`src/rtl/kanagawa_reorder_slot_allocator_if.sv`:
```
// Allocation handshake between a requester and the reorder slot allocator.
// The requester drives alloc_req/retire/flush; the allocator answers with ID offers.
interface kanagawa_reorder_slot_allocator_if #(
  parameter int LOG_DEPTH = 5
);
  logic                 alloc_req;
  logic                 alloc_valid;
  logic [LOG_DEPTH:0]   alloc_slot_id;
  logic                 retire;
  logic                 flush;

  modport master (
    output alloc_req,
    output retire,
    output flush,
    input  alloc_valid,
    input  alloc_slot_id
  );

  modport slave (
    input  alloc_req,
    input  retire,
    input  flush,
    output alloc_valid,
    output alloc_slot_id
  );
endinterface

```
`src/rtl/kanagawa_reorder_slot_allocator.sv`:
```
// Hands out reorder-buffer slot IDs (index + iteration bit) and tracks retires.
// Optional stall counter: define KANAGAWA_REORDER_SLOT_ALLOC_STATS_EN.
module kanagawa_reorder_slot_allocator #(
  parameter int LOG_DEPTH = 5
) (
  input  logic                   clock,
  input  logic                   rst,
  kanagawa_reorder_slot_allocator_if.slave bus,
  output logic [LOG_DEPTH:0]     outstanding,
  output logic                   busy,
`ifdef KANAGAWA_REORDER_SLOT_ALLOC_STATS_EN
  output logic [31:0]            stall_cycles,
`endif
  output logic                   underflow_out
);
  localparam int DEPTH = 2**LOG_DEPTH;
  localparam int SLOT_ID_WIDTH = LOG_DEPTH + 1;

  typedef enum logic [1:0] {
    RUN   = 2'd0,
    DRAIN = 2'd1,
    CLEAR = 2'd2
  } state_t;

  state_t                   state_q, state_d;
  logic [SLOT_ID_WIDTH-1:0] next_id_q, next_id_d;
  logic [LOG_DEPTH:0]       outstanding_q, outstanding_d;
  logic                     underflow_q, underflow_d;
  logic                     not_full;
  logic                     grant;
  logic                     retire_ok;
  logic                     out_zero;

  assign out_zero  = (outstanding_q == '0);
  assign not_full  = (outstanding_q < (LOG_DEPTH+1)'(DEPTH));
  assign bus.alloc_valid = !rst && (state_q == RUN) && not_full;
  assign grant     = bus.alloc_req && bus.alloc_valid;
  assign retire_ok = bus.retire && !out_zero;

  always_comb begin
    state_d       = state_q;
    next_id_d     = next_id_q;
    outstanding_d = outstanding_q;
    underflow_d   = underflow_q;
    if (grant)
      next_id_d = next_id_q + 1'b1;
    if (grant && !retire_ok)
      outstanding_d = outstanding_q + 1'b1;
    else if (!grant && retire_ok)
      outstanding_d = outstanding_q - 1'b1;
    if (bus.retire && out_zero)
      underflow_d = 1'b1;
    unique case (state_q)
      RUN: begin
        if (bus.flush)
          state_d = (out_zero && !grant) ? CLEAR : DRAIN;
      end
      DRAIN: begin
        if (out_zero)
          state_d = CLEAR;
      end
      CLEAR: begin
        next_id_d   = '0;
        underflow_d = 1'b0;
        state_d     = RUN;
      end
      default: state_d = RUN;
    endcase
  end

  always_ff @(posedge clock or posedge rst) begin
    if (rst) begin
      state_q       <= RUN;
      next_id_q     <= '0;
      outstanding_q <= '0;
      underflow_q   <= 1'b0;
    end else begin
      state_q       <= state_d;
      next_id_q     <= next_id_d;
      outstanding_q <= outstanding_d;
      underflow_q   <= underflow_d;
    end
  end

`ifdef KANAGAWA_REORDER_SLOT_ALLOC_STATS_EN
  logic [31:0] stall_q, stall_d;

  always_comb begin
    stall_d = stall_q;
    if (state_q == CLEAR)
      stall_d = '0;
    else if (bus.alloc_req && !bus.alloc_valid && (stall_q != '1))
      stall_d = stall_q + 1'b1;
  end

  always_ff @(posedge clock or posedge rst) begin
    if (rst) stall_q <= '0;
    else     stall_q <= stall_d;
  end

  assign stall_cycles = stall_q;
`endif

  assign bus.alloc_slot_id = next_id_q;
  assign outstanding       = outstanding_q;
  assign busy              = (state_q != RUN);
  assign underflow_out     = underflow_q;
endmodule

```
`src/flat_wrapper.sv`:
```
// flat-port wrapper written by rule: the top's interface ports become plain ports
module kanagawa_reorder_slot_allocator_flat 
#(
  parameter int LOG_DEPTH = 5
)
  (clock, rst, outstanding, busy, underflow_out, bus_alloc_req, bus_retire, bus_flush, bus_alloc_valid, bus_alloc_slot_id);
  kanagawa_reorder_slot_allocator_if #(.LOG_DEPTH(LOG_DEPTH)) bus_i ();
  input  logic clock;
  input  logic rst;
  output logic [LOG_DEPTH:0] outstanding;
  output logic busy;
  output logic underflow_out;
  input wire logic [$bits(bus_i.alloc_req)-1:0] bus_alloc_req;
  input wire logic [$bits(bus_i.retire)-1:0] bus_retire;
  input wire logic [$bits(bus_i.flush)-1:0] bus_flush;
  output wire logic [$bits(bus_i.alloc_valid)-1:0] bus_alloc_valid;
  output wire logic [$bits(bus_i.alloc_slot_id)-1:0] bus_alloc_slot_id;
  assign bus_i.alloc_req = bus_alloc_req;
  assign bus_i.retire = bus_retire;
  assign bus_i.flush = bus_flush;
  assign bus_alloc_valid = bus_i.alloc_valid;
  assign bus_alloc_slot_id = bus_i.alloc_slot_id;
  kanagawa_reorder_slot_allocator #(.LOG_DEPTH(LOG_DEPTH)) u_core (.clock(clock), .rst(rst), .bus(bus_i), .outstanding(outstanding), .busy(busy), .underflow_out(underflow_out));
endmodule
```
`config.mk`:
```
export PLATFORM = sky130hd
export DESIGN_NAME = kanagawa_reorder_slot_allocator_flat
export DESIGN_NICKNAME = d
export VERILOG_FILES = /design/src/rtl/kanagawa_reorder_slot_allocator_if.sv /design/src/rtl/kanagawa_reorder_slot_allocator.sv /design/src/flat_wrapper.sv
export SDC_FILE = /design/constraint.sdc
export NUM_CORES = 1
export LEC_CHECK = 0
export BUFFER_PORTS_ARGS = -buffer_cell sky130_fd_sc_hd__buf_4
export CAP_MARGIN = 20
export CORE_MARGIN = 4
export CORE_UTILIZATION = 52
export DETAILED_ROUTE_END_ITERATION = 12
export GPL_ROUTABILITY_DRIVEN = 0
export PLACE_DENSITY_LB_ADDON = 0.3
export SYNTH_ARGS = -nofsm -noshare
export SYNTH_HDL_FRONTEND = slang
export SYNTH_SLANG_ARGS = --single-unit
```
`constraint.sdc`:
```
create_clock -name clock -period 3.5 [get_ports clock]
set_input_delay 0.525 -clock clock [delete_from_list [all_inputs] [get_ports clock]]
set_output_delay 0.525 -clock clock [all_outputs]
set_load 0.005 [all_outputs]
```
==> results of run 1 <==
through the flow:
stage	util	hold WS [ps]
6_report	0.693	321
5_1_grt	0.693	351
4_1_cts	0.693	334
3_5_place_dp	0.675	492
3_3_place_gp	0.675	483
2_1_floorplan	-	426
power groups by stage:
stage                     Combinational [mW]  Clock, mW  Sequential, mW
final                                  0.409     0.0972           0.317
after detailed placement               0.412          0           0.321
after CTS                              0.415      0.102           0.319
after global placement                 0.403          0           0.320
after floorplan                        0.270          0           0.310
after global routing                   0.468      0.113           0.331
per-layer routing:
metal	global-route usage	up-vias	share of wire
met4	0.111	0	0.017
met5	0	-	0
met1	0.187	340	0.40
met3	0.0572	4	0.066
met2	0.286	21	0.51
li1	-	363	-
cell families (layout without fill, tap and decap cells):
family / Yosys count / count (layout) / share of synthesized area
compound gates: 18 / 18 / 0.135
xor+xnor: 9 / 9 / 0.0879
fa+ha+maj: 7 / 7 / 0.106
buf+inv: 5 / 26 / 0.0209
flops: 15 / 15 / 0.418
mux: 1 / 1 / 0.0126
simple gates: 35 / 35 / 0.219
state kept, by name, indices dropped and copies added (netlist names):
signal / count
u_core.bus.alloc_slot_id: 6
u_core.outstanding: 6
u_core.state_q: 2
u_core.underflow_out: 1
placed cells by master, fill, tap and decap left out:
cell       netlist  final
a211oi_2         1      1
a221o_1          1      1
clkbuf_4         0      3
and3_1           2      2
nand2_1          6      6
nor2_1           9      9
and4_1           1      1
nand4_1          3      3
xnor2_1          3      3
a21oi_1          6      6
nand2_2          1      1
o21bai_1         2      2
a21o_1           2      2
inv_1            2      2
nor3b_1          1      1
clkinv_2         0      1
mux2_2           1      1
nand3_1          3      3
nor2b_1          2      2
o21ai_0          3      3
dfrtp_1         15     15
or3b_1           1      1
and2_1           1      1
buf_4            0     19
nor2_2           1      1
ha_1             6      6
or2_2            1      1
o2111ai_1        1      1
inv_2            1      1
xor2_1           6      6
nor4_4           1      1
fa_1             1      1
nor3_1           2      2
o211ai_1         2      2
critical path: cells and delay by family (launching register included):
family | cells | cell delay (ps)
and+or+nand+nor | 4 | 840
AOI/OAI and AO/OA | 2 | 610
DFF | 1 | 490
adders and majority gates | 2 | 550
buffers and inverters | 2 | 240
final cells by class:
| cell class | count | area [um2] |
|---|---|---|
| Fill cell | 134 | 479 |
| Inverter | 3 | 11.3 |
| Clock inverter | 1 | 5.00 |
| Timing Repair Buffer | 19 | 143 |
| Tap cell | 16 | 20.0 |
| Multi-Input combinational cell | 70 | 503 |
| Sequential cell | 15 | 375 |
| Clock buffer | 3 | 22.5 |
worst paths after layout:
check / start / end / slack [ps] / depth (start not counted)
worst max-delay path: u_core.outstanding[5] / u_core.outstanding[5] / 670 / 10
worst min-delay path: rst / u_core.state_q[0] / 320 / 2
worst max register to register: u_core.outstanding[5] / u_core.outstanding[5] / 670 / 10
worst min register to register: u_core.underflow_out / u_core.underflow_out / 510 / 2
max in group asynchronous: rst / u_core.bus.alloc_slot_id[1] / 2800 / 2
min in group clock: bus_retire / u_core.underflow_out / 490 / 3
==> impl_metrics.csv, run 1 <==
group,metric,value,unit
logic_synthesis,syn_nets,102,
drt,ant_nets,0,
timing,timing.slew.headroom,0.609,
final_layout,stdcell_count,127,
final_layout,nets,124,
logic_synthesis,synth.most_common_cell,"dfrtp_1",
timing,drv_slew,0,
power,internal_power,0.498,mW
timing,setup_viol,0,
placed_design,io_buffers,19,
power,clockPowerShare,0.118,
logic_synthesis,synthArstFlopShare,1.00,
logic_synthesis,synth_cell_type_count,32,
placed_design,placed_cells,123,
logic_synthesis,ys_seq_elements,15,
final_layout,n_antenna_cell,0,
timing,fin_skew,1.43,ps
timing,max_freq,353,MHz
timing,fin_crit_sh,0.808,
placed_design,place_ws,672,ps
drt,vias,728,
worst_hold_path,hold_path_class,"input port to async pin",
floorplan,die_w,49.5,um
clock_network,cts_setup_buffers,0,
worst_setup_path,critical_path_class,"flip-flop to flip-flop",
worst_setup_path,worstPathRequired,3670,ps
worst_setup_path,cp_common_cell,"ha_1",
logic_synthesis,synth_warnings,0,
worst_setup_path,arrival,3000,ps
logic_synthesis,ys.flop_type,"dfrtp_1",
power,switchingPower,0.325,mW
clock_network,clockBufferDepth,2,
logic_synthesis,yosys.area.top_type,"dfrtp_1",
clock_network,root_buffer,"clkbuf_4",
clock_network,cts_resized,0,
global_routing,grt.total_usage,0.173,
worst_setup_path,startpoint_type,"flip-flop",
drt,drc_errors,0,
placed_design,placed_area,1050,um2
global_routing,grt_antenna_before_repair,0,
clock_network,numCtsBuffers,3,
global_routing,grt_max_degree,16,
logic_synthesis,synth_area,897,um2
placed_design,dp_hpwl,1390,um
worst_setup_path,critPathSlowestCell,"dfrtp_1",
final_layout,syn_to_final_growth,20.4,%
timing,tightest_slew,586,ps
outcome,outcome,"finished clean",
run,drv_cap,0,
timing,rsz0062_at_grt,"no",
drt,routed_via_density,5.73,
timing,period_needed,2830,ps
power,power.density,762,nW/um2
logic_synthesis,synth-seq-area-share,0.418,
logic_synthesis,yosys-top-cells-area,"dfrtp_1, ha_1, xor2_1, nor2_1, a21oi_1",
clock_network,hold_buffers,0,
global_routing,grt_pass1_vias,756,
power,peakVddDrop,480,uV
timing,setup_tns,0,ps
clock_network,cts_max_level,1,
drt,routed_wl,1750,um
logic_synthesis,syn-instance-count,90,
floorplan,pin_count,20,
power,power.share.combinational,0.497,
timing,hold_viol_final,0,
logic_synthesis,synth-edff-count,0,
worst_setup_path,worstPathMaxFanout,8,
clock_network,clk_pin_slew,90,ps
worst_setup_path,slowest_delay,490,ps
drt,dr.pass1.iters,4,
floorplan,start_util,0.575,
clock_network,clock_latency,280,ps
power,seq_power_share,0.385,
power,p_leak,0.511,nW
floorplan,design.die.area,2450,um2
floorplan,die_h,49.5,um
final_layout,stdcell_area,1080,um2
logic_synthesis,syn_area_per_cell,9.97,um2
drt,wl_per_cell,13.8,um
global_routing,grt.overflow.total,0,
drt,drt_iter0_markers,9,
clock_network,cts.sinks,15,
global_routing,grt_pass1_wl,3220,um
clock_network,cts_tree,"built",
timing,timing.final.ws_setup,671,ps
worst_setup_path,path_cells,"nor4_4, nand2_2, inv_2, ha_1, inv_1, ha_1, a211oi_2, or3b_1, nand4_1, a221o_1",
final_layout,final_layout_size_suffix_gt1_frac,0.270,
floorplan,row_count,14,
worst_setup_path,end_kind,"flip-flop",
logic_synthesis,synthTopCellsByCount,"dfrtp_1, nor2_1",
floorplan,coreArea,1560,um2
power,finalPower,0.823,mW
power,sw_frac_of_total,0.395,
logic_synthesis,synth_top_area_share,0.418,
Power figures use the tool's default switching activity.
==> run 2: changes to the inputs <==
Settings changed: ABC_AREA from default to 1.
Clock period 3.5 ns to 2.9 ns, I/O delays scaled along.
==> run 2 against run 1 <==
Net effect:
- largest cell class unchanged
- combinational power increased by 33%
- via count increased by 21%
- worst hold slack got worse by 140 ps
- synthesized area increased by 4.6%
- global-route usage increased by 0.94 points
- worst setup slack got worse by 74 ps
- maximum frequency increased by 23%
==> impl_metrics.csv, run 2 <==
group,metric,value,unit
outcome,outcome,"finished clean",
final_layout,final_cell_mix,"nand2_1, buf_4, inv_1",
floorplan,start_util,0.543,
logic_synthesis,syn_nets,136,
power,p_leak,0.619,nW
drt,drt_iter0_markers,25,
power,power.density,938,nW/um2
floorplan,row_count,15,
timing,fin_skew,7.48,ps
clock_network,root_buffer,"clkbuf_4",
clock_network,cts.sinks,15,
final_layout,stdcell_area,1130,um2
worst_setup_path,worstPathMaxFanout,11,
timing,rsz0062_at_grt,"no",
global_routing,grt_antenna_before_repair,0,
timing,fin_crit_sh,0.794,
power,power.share.combinational,0.512,
worst_setup_path,slowest_delay,410,ps
drt,wl_per_cell,12.8,um
timing,setup_viol,0,
drt,dr.pass1.iters,4,
timing,period_needed,2300,ps
power,sw_frac_of_total,0.435,
clock_network,cts_max_level,1,
clock_network,numCtsBuffers,3,
placed_design,dp_hpwl,1640,um
worst_setup_path,end_kind,"flip-flop",
clock_network,clk_pin_slew,90,ps
power,peakVddDrop,548,uV
placed_design,io_buffers,19,
final_layout,nets,159,
clock_network,cts_tree,"built",
logic_synthesis,yosys.area_share.simple,0.292,
final_layout,n_antenna_cell,0,
placed_design,placed_area,1110,um2
logic_synthesis,yosys-top-cells-area,"dfrtp_1, nand2_1, ha_1, inv_1, nand3_1",
final_layout,final_layout_size_suffix_gt1_frac,0.205,
clock_network,hold_buffers,0,
clock_network,clock_latency,290,ps
logic_synthesis,syn-instance-count,124,
final_layout,syn_to_final_growth,20.8,%
clock_network,cts_resized,0,
global_routing,grt_max_degree,16,
worst_setup_path,startpoint_type,"flip-flop",
worst_setup_path,arrival,2490,ps
timing,drv_slew,0,
clock_network,clockBufferDepth,2,
worst_setup_path,r2r_cells,12,
power,switchingPower,0.462,mW
logic_synthesis,synth_top_family_by_area,"simple AND/OR/NAND/NOR gates",
drt,routed-wl-met3,149,um
placed_design,place_ws,622,ps
logic_synthesis,synth-edff-count,0,
worst_setup_path,path_cells,"nor2_2, nand3_2, nor2_2, buf_4, ha_1, inv_1, ha_1, nand2_1, a21boi_0, o21ai_0, nand3_1, nand2_1",
drt,vias,880,
global_routing,grt.total_usage,0.182,
run,drv_cap,0,
power,seq_power_share,0.373,
logic_synthesis,synth-compound-area-share,0.0827,
timing,setup_tns,0,ps
logic_synthesis,synthArstFlopShare,1.00,
timing,timing.final.ws_setup,597,ps
drt,routed.top_layer,"met4",
worst_setup_path,critical_path_class,"flip-flop to flip-flop",
logic_synthesis,synth-seq-area-share,0.400,
global_routing,grt.overflow.total,0,
logic_synthesis,synthTopCellsByCount,"nand2_1, inv_1, dfrtp_1",
logic_synthesis,synthMuxAreaShare,0,
power,clockPowerShare,0.115,
worst_setup_path,critPathSlowestCell,"dfrtp_1",
timing,hold_viol_final,0,
logic_synthesis,ys_seq_elements,15,
logic_synthesis,synth-adder-area-share,0.101,
clock_network,cts_setup_buffers,0,
logic_synthesis,synth_area,938,um2
floorplan,pin_count,20,
worst_hold_path,hold_path_class,"input port to async pin",
drt,met2WireLength,965,um
logic_synthesis,synth.most_common_cell,"nand2_1",
logic_synthesis,synth-xor-area-share,0.0187,
drt,routed_wl,2190,um
worst_setup_path,worstPathRequired,3090,ps
floorplan,die_h,50.5,um
logic_synthesis,ys.flop_type,"dfrtp_1",
logic_synthesis,synth_top_area_share,0.400,
timing,tightest_slew,261,ps
drt,ant_nets,0,
logic_synthesis,synth_cell_type_count,23,
drt,routed_via_density,5.15,
floorplan,design.die.area,2550,um2
logic_synthesis,yosys.area.top_type,"dfrtp_1",
drt,met1_length,1000,um
timing,timing.slew.headroom,0.825,
final_layout,final_common_cell,"nand2_1",
logic_synthesis,synth_warnings,0,
timing,max_freq,434,MHz
drt,drc_errors,0,
floorplan,die_w,50.5,um
power,internal_power,0.601,mW
global_routing,grt_pass1_vias,783,
global_routing,grt_pass1_wl,3460,um
floorplan,coreArea,1730,um2
logic_synthesis,syn_area_per_cell,7.57,um2
run 2: changes by cell type after synthesis, sizes merged, moves of 3 or more:
cell and change:
nand2 +26, inv +18, nand3 +7, xor2 -6, o21ai +5, a21oi -3
run 2: critical path, delay by kind of cell, from the launching register on:
kind | cells | cell delay [ps]
AND/OR/NAND/NOR | 6 | 570
buffers and inverters | 2 | 290
AO/OA/AOI/OAI | 2 | 390
adder cells (fa/ha/maj) | 2 | 530
flip-flops | 1 | 410
run 2: per-stage QoR:
step | util | hold slack (ps) | instances | total power [mW]
2_1_floorplan | - | 352 | 124 | 0.712
3_3_place_gp | 0.641 | 500 | 167 | 0.908
3_5_place_dp | 0.641 | 504 | 167 | 0.935
4_1_cts | 0.657 | 195 | 171 | 1.06
5_1_grt | 0.657 | 202 | 171 | 1.16
6_report | 0.657 | 186 | 171 | 1.06
run 2: power by group through the flow:
stage	Sequential, mW	Combinational [mW]	Clock [mW]
final	0.396	0.544	0.122
after global routing	0.408	0.609	0.140
after CTS	0.395	0.543	0.122
after detailed placement	0.397	0.538	0
after global placement	0.388	0.520	0
after floorplan	0.378	0.334	0
run 2: cells by family (layout without fill, tap and decap cells):
| group | Yosys count | count (layout) |
|---|---|---|
| AND/OR/NAND/NOR | 62 | 62 |
| flip-flops | 15 | 15 |
| AO/OA/AOI/OAI | 14 | 14 |
| adder cells (fa/ha/maj) | 7 | 7 |
| buffers and inverters | 24 | 46 |
| XOR/XNOR | 2 | 2 |
run 2: layout make-up:
cell class / instances / area [um2]
fill: 156 / 593
multi-input combinational: 85 / 464
sequential: 15 / 375
timing repair buffer: 21 / 158
inverter: 21 / 78.8
tap: 25 / 31.3
clock buffer: 4 / 26.3
run 2: worst paths after layout:
check,start,endpoint,slack [ps]
max,u_core.state_q[0],u_core.outstanding[4],600
min,rst,u_core.outstanding[5],190
max reg2reg,u_core.state_q[0],u_core.outstanding[4],600
min reg2reg,u_core.underflow_out,u_core.underflow_out,530
max in group asynchronous,rst,u_core.bus.alloc_slot_id[2],2540
min in group clock,bus_flush,u_core.state_q[0],450
run 2: routing by layer:
layer,vias up,global-route usage
met3,9,0.0415
met1,397,0.247
met5,-,0
li1,435,-
met2,39,0.265
met4,0,0.103
==> run 3: changes to the inputs <==
Settings changed: ABC_AREA 1 to 0.
Clock period 2.9 ns to 2.2 ns, I/O delays scaled along.
==> run 3 against run 2 <==
Net effect:
- the flow now finishes with violations (setup timing)
- clock power up 35%
- cell count shrank 16%
- first-iteration DRC count is 44% lower
- sequential share of layout area shrank 4.0 points
- combinational power increased by 93%
- via count down 9.0%
- clock skew down 4.5 ps
==> impl_metrics.csv, run 3 (synthesis gave the netlist of run 1 again) <==
group,metric,value,unit
outcome,outcome,"complete, but fails checks",
outcome,violations,"setup timing",
worst_setup_path,arrival,2470,ps
global_routing,grt.total_usage,0.201,
drt,drc_errors,0,
power,peakVddDrop,1030,uV
worst_setup_path,startpoint_type,"flip-flop",
power,power.density,1290,nW/um2
global_routing,grt_antenna_before_repair,0,
drt,drt_iter0_markers,14,
worst_setup_path,path_cells,"nor4_4, nand2_2, inv_2, ha_4, inv_6, ha_4, o211ai_1, or3b_1, nand4_1, a221o_1",
final_layout,nets,141,
timing,setup_tns,-97.9,ps
clock_network,clockBufferDepth,2,
worst_setup_path,critical_path_class,"flip-flop to flip-flop",
drt,routed_wl,2200,um
floorplan,start_util,0.575,
timing,drv_slew,0,
floorplan,die_w,49.5,um
worst_setup_path,slowest_delay,420,ps
global_routing,grt_pass1_wl,3760,um
clock_network,hold_buffers,0,
floorplan,design.die.area,2450,um2
worst_setup_path,worstPathMaxFanout,5,
power,finalPower,1.67,mW
worst_setup_path,end_kind,"flip-flop",
timing,rsz0062_at_grt,"yes",
power,p_leak,0.601,nW
global_routing,grt.overflow.total,0,
timing,timing.final.ws_setup,-87.8,ps
floorplan,pin_count,20,
final_layout,final_common_cell,"buf_4",
placed_design,io_buffers,19,
clock_network,clock_latency,290,ps
placed_design,place_ws,-121,ps
clock_network,numCtsBuffers,3,
global_routing,grt_pass1_vias,814,
timing,fin_hold_ws,107,ps
placed_design,placed_area,1240,um2
timing,period_needed,2290,ps
clock_network,cts_max_level,1,
clock_network,root_buffer,"clkbuf_4",
timing,fin_skew,3.01,ps
worst_hold_path,hold_path_class,"input port to async pin",
floorplan,row_count,14,
final_layout,fin_util,0.827,
final_layout,stdcell_area,1290,um2
drt,wl_per_cell,15.3,um
clock_network,cts.sinks,15,
timing,setup_viol,2,
final_layout,final_layout_size_suffix_gt1_frac,0.430,
worst_setup_path,critPathSlowestCell,"dfrtp_1",
timing,fin_crit_sh,1.04,
clock_network,cts_tree,"built",
placed_design,placed_cells,139,
drt,vias,801,
placed_design,dp_hpwl,1730,um
final_layout,n_antenna_cell,0,
timing,tightest_slew,571,ps
timing,max_freq,437,MHz
drt,routed_via_density,5.56,
run,drv_cap,0,
global_routing,grt_max_degree,16,
timing,timing.slew.headroom,0.619,
drt,dr.pass1.iters,4,
final_layout,fillers,93,
worst_setup_path,worstPathRequired,2380,ps
worst_setup_path,cp_common_cell,"ha_4",
final_layout,stdcell_count,144,
final_layout,final_cell_mix,"buf_4, dfrtp_1, nor2_1",
timing,hold_viol_final,0,
clock_network,clk_pin_slew,100,ps
floorplan,coreArea,1560,um2
drt,ant_nets,0,
floorplan,die_h,49.5,um
final_layout,syn_to_final_growth,43.7,%
==> run 3: cell type report <==
| type | count | area [um2] | share of cell area |
|---|---|---|---|
| multi-input cells | 70 | 579 | 0.450 |
| inverters | 3 | 16.3 | 0.0126 |
| clock inverters | 1 | 5.00 | 0.00388 |
| repair buffers | 36 | 270 | 0.210 |
| flip-flops and latches | 15 | 375 | 0.291 |
| well taps | 16 | 20.0 | 0.0155 |
| clock buffers | 3 | 22.5 | 0.0175 |
==> run 3: worst max-delay path: cells and delay by family, from the launching register on <==
kind | cells | cell delay [ps]
buffers and inverters | 2 | 150
AOI/OAI and AO/OA | 2 | 570
DFF | 1 | 420
and+or+nand+nor | 4 | 680
adders and majority gates | 2 | 360
==> run 3: report_power, final <==
| group | switching, mW | leakage (nW) | internal, mW |
|---|---|---|---|
| combinational | 0.469 | 0.395 | 0.580 |
| sequential | 0.0822 | 0.188 | 0.371 |
| clock | 0.0973 | 0.0177 | 0.0678 |
| total | 0.648 | 0.601 | 1.02 |
==> run 3: per-layer routing <==
layer	share of wire	GRT usage
met2	0.52	0.337
met5	0	0
met4	0.0086	0.0415
met1	0.43	0.250
met3	0.047	0.0663
==> run 3: worst paths after layout <==
kind,cells after the start,slack (ps),startpoint,to
worst max-delay path,10,-90,u_core.state_q[0],u_core.outstanding[5]
worst min-delay path,2,110,rst,u_core.state_q[0]
worst max register to register,10,-90,u_core.state_q[0],u_core.outstanding[5]
worst min register to register,2,520,u_core.underflow_out,u_core.underflow_out
max in group asynchronous,2,1720,rst,u_core.outstanding[3]
min in group clock,3,290,bus_retire,u_core.underflow_out
==> run 3: timing repair <==
action	4_1_cts	5_1_grt
endpoints found under the setup margin	2	2
pin swaps	1	3
gates resized for setup	2	1
setup buffers	1	0
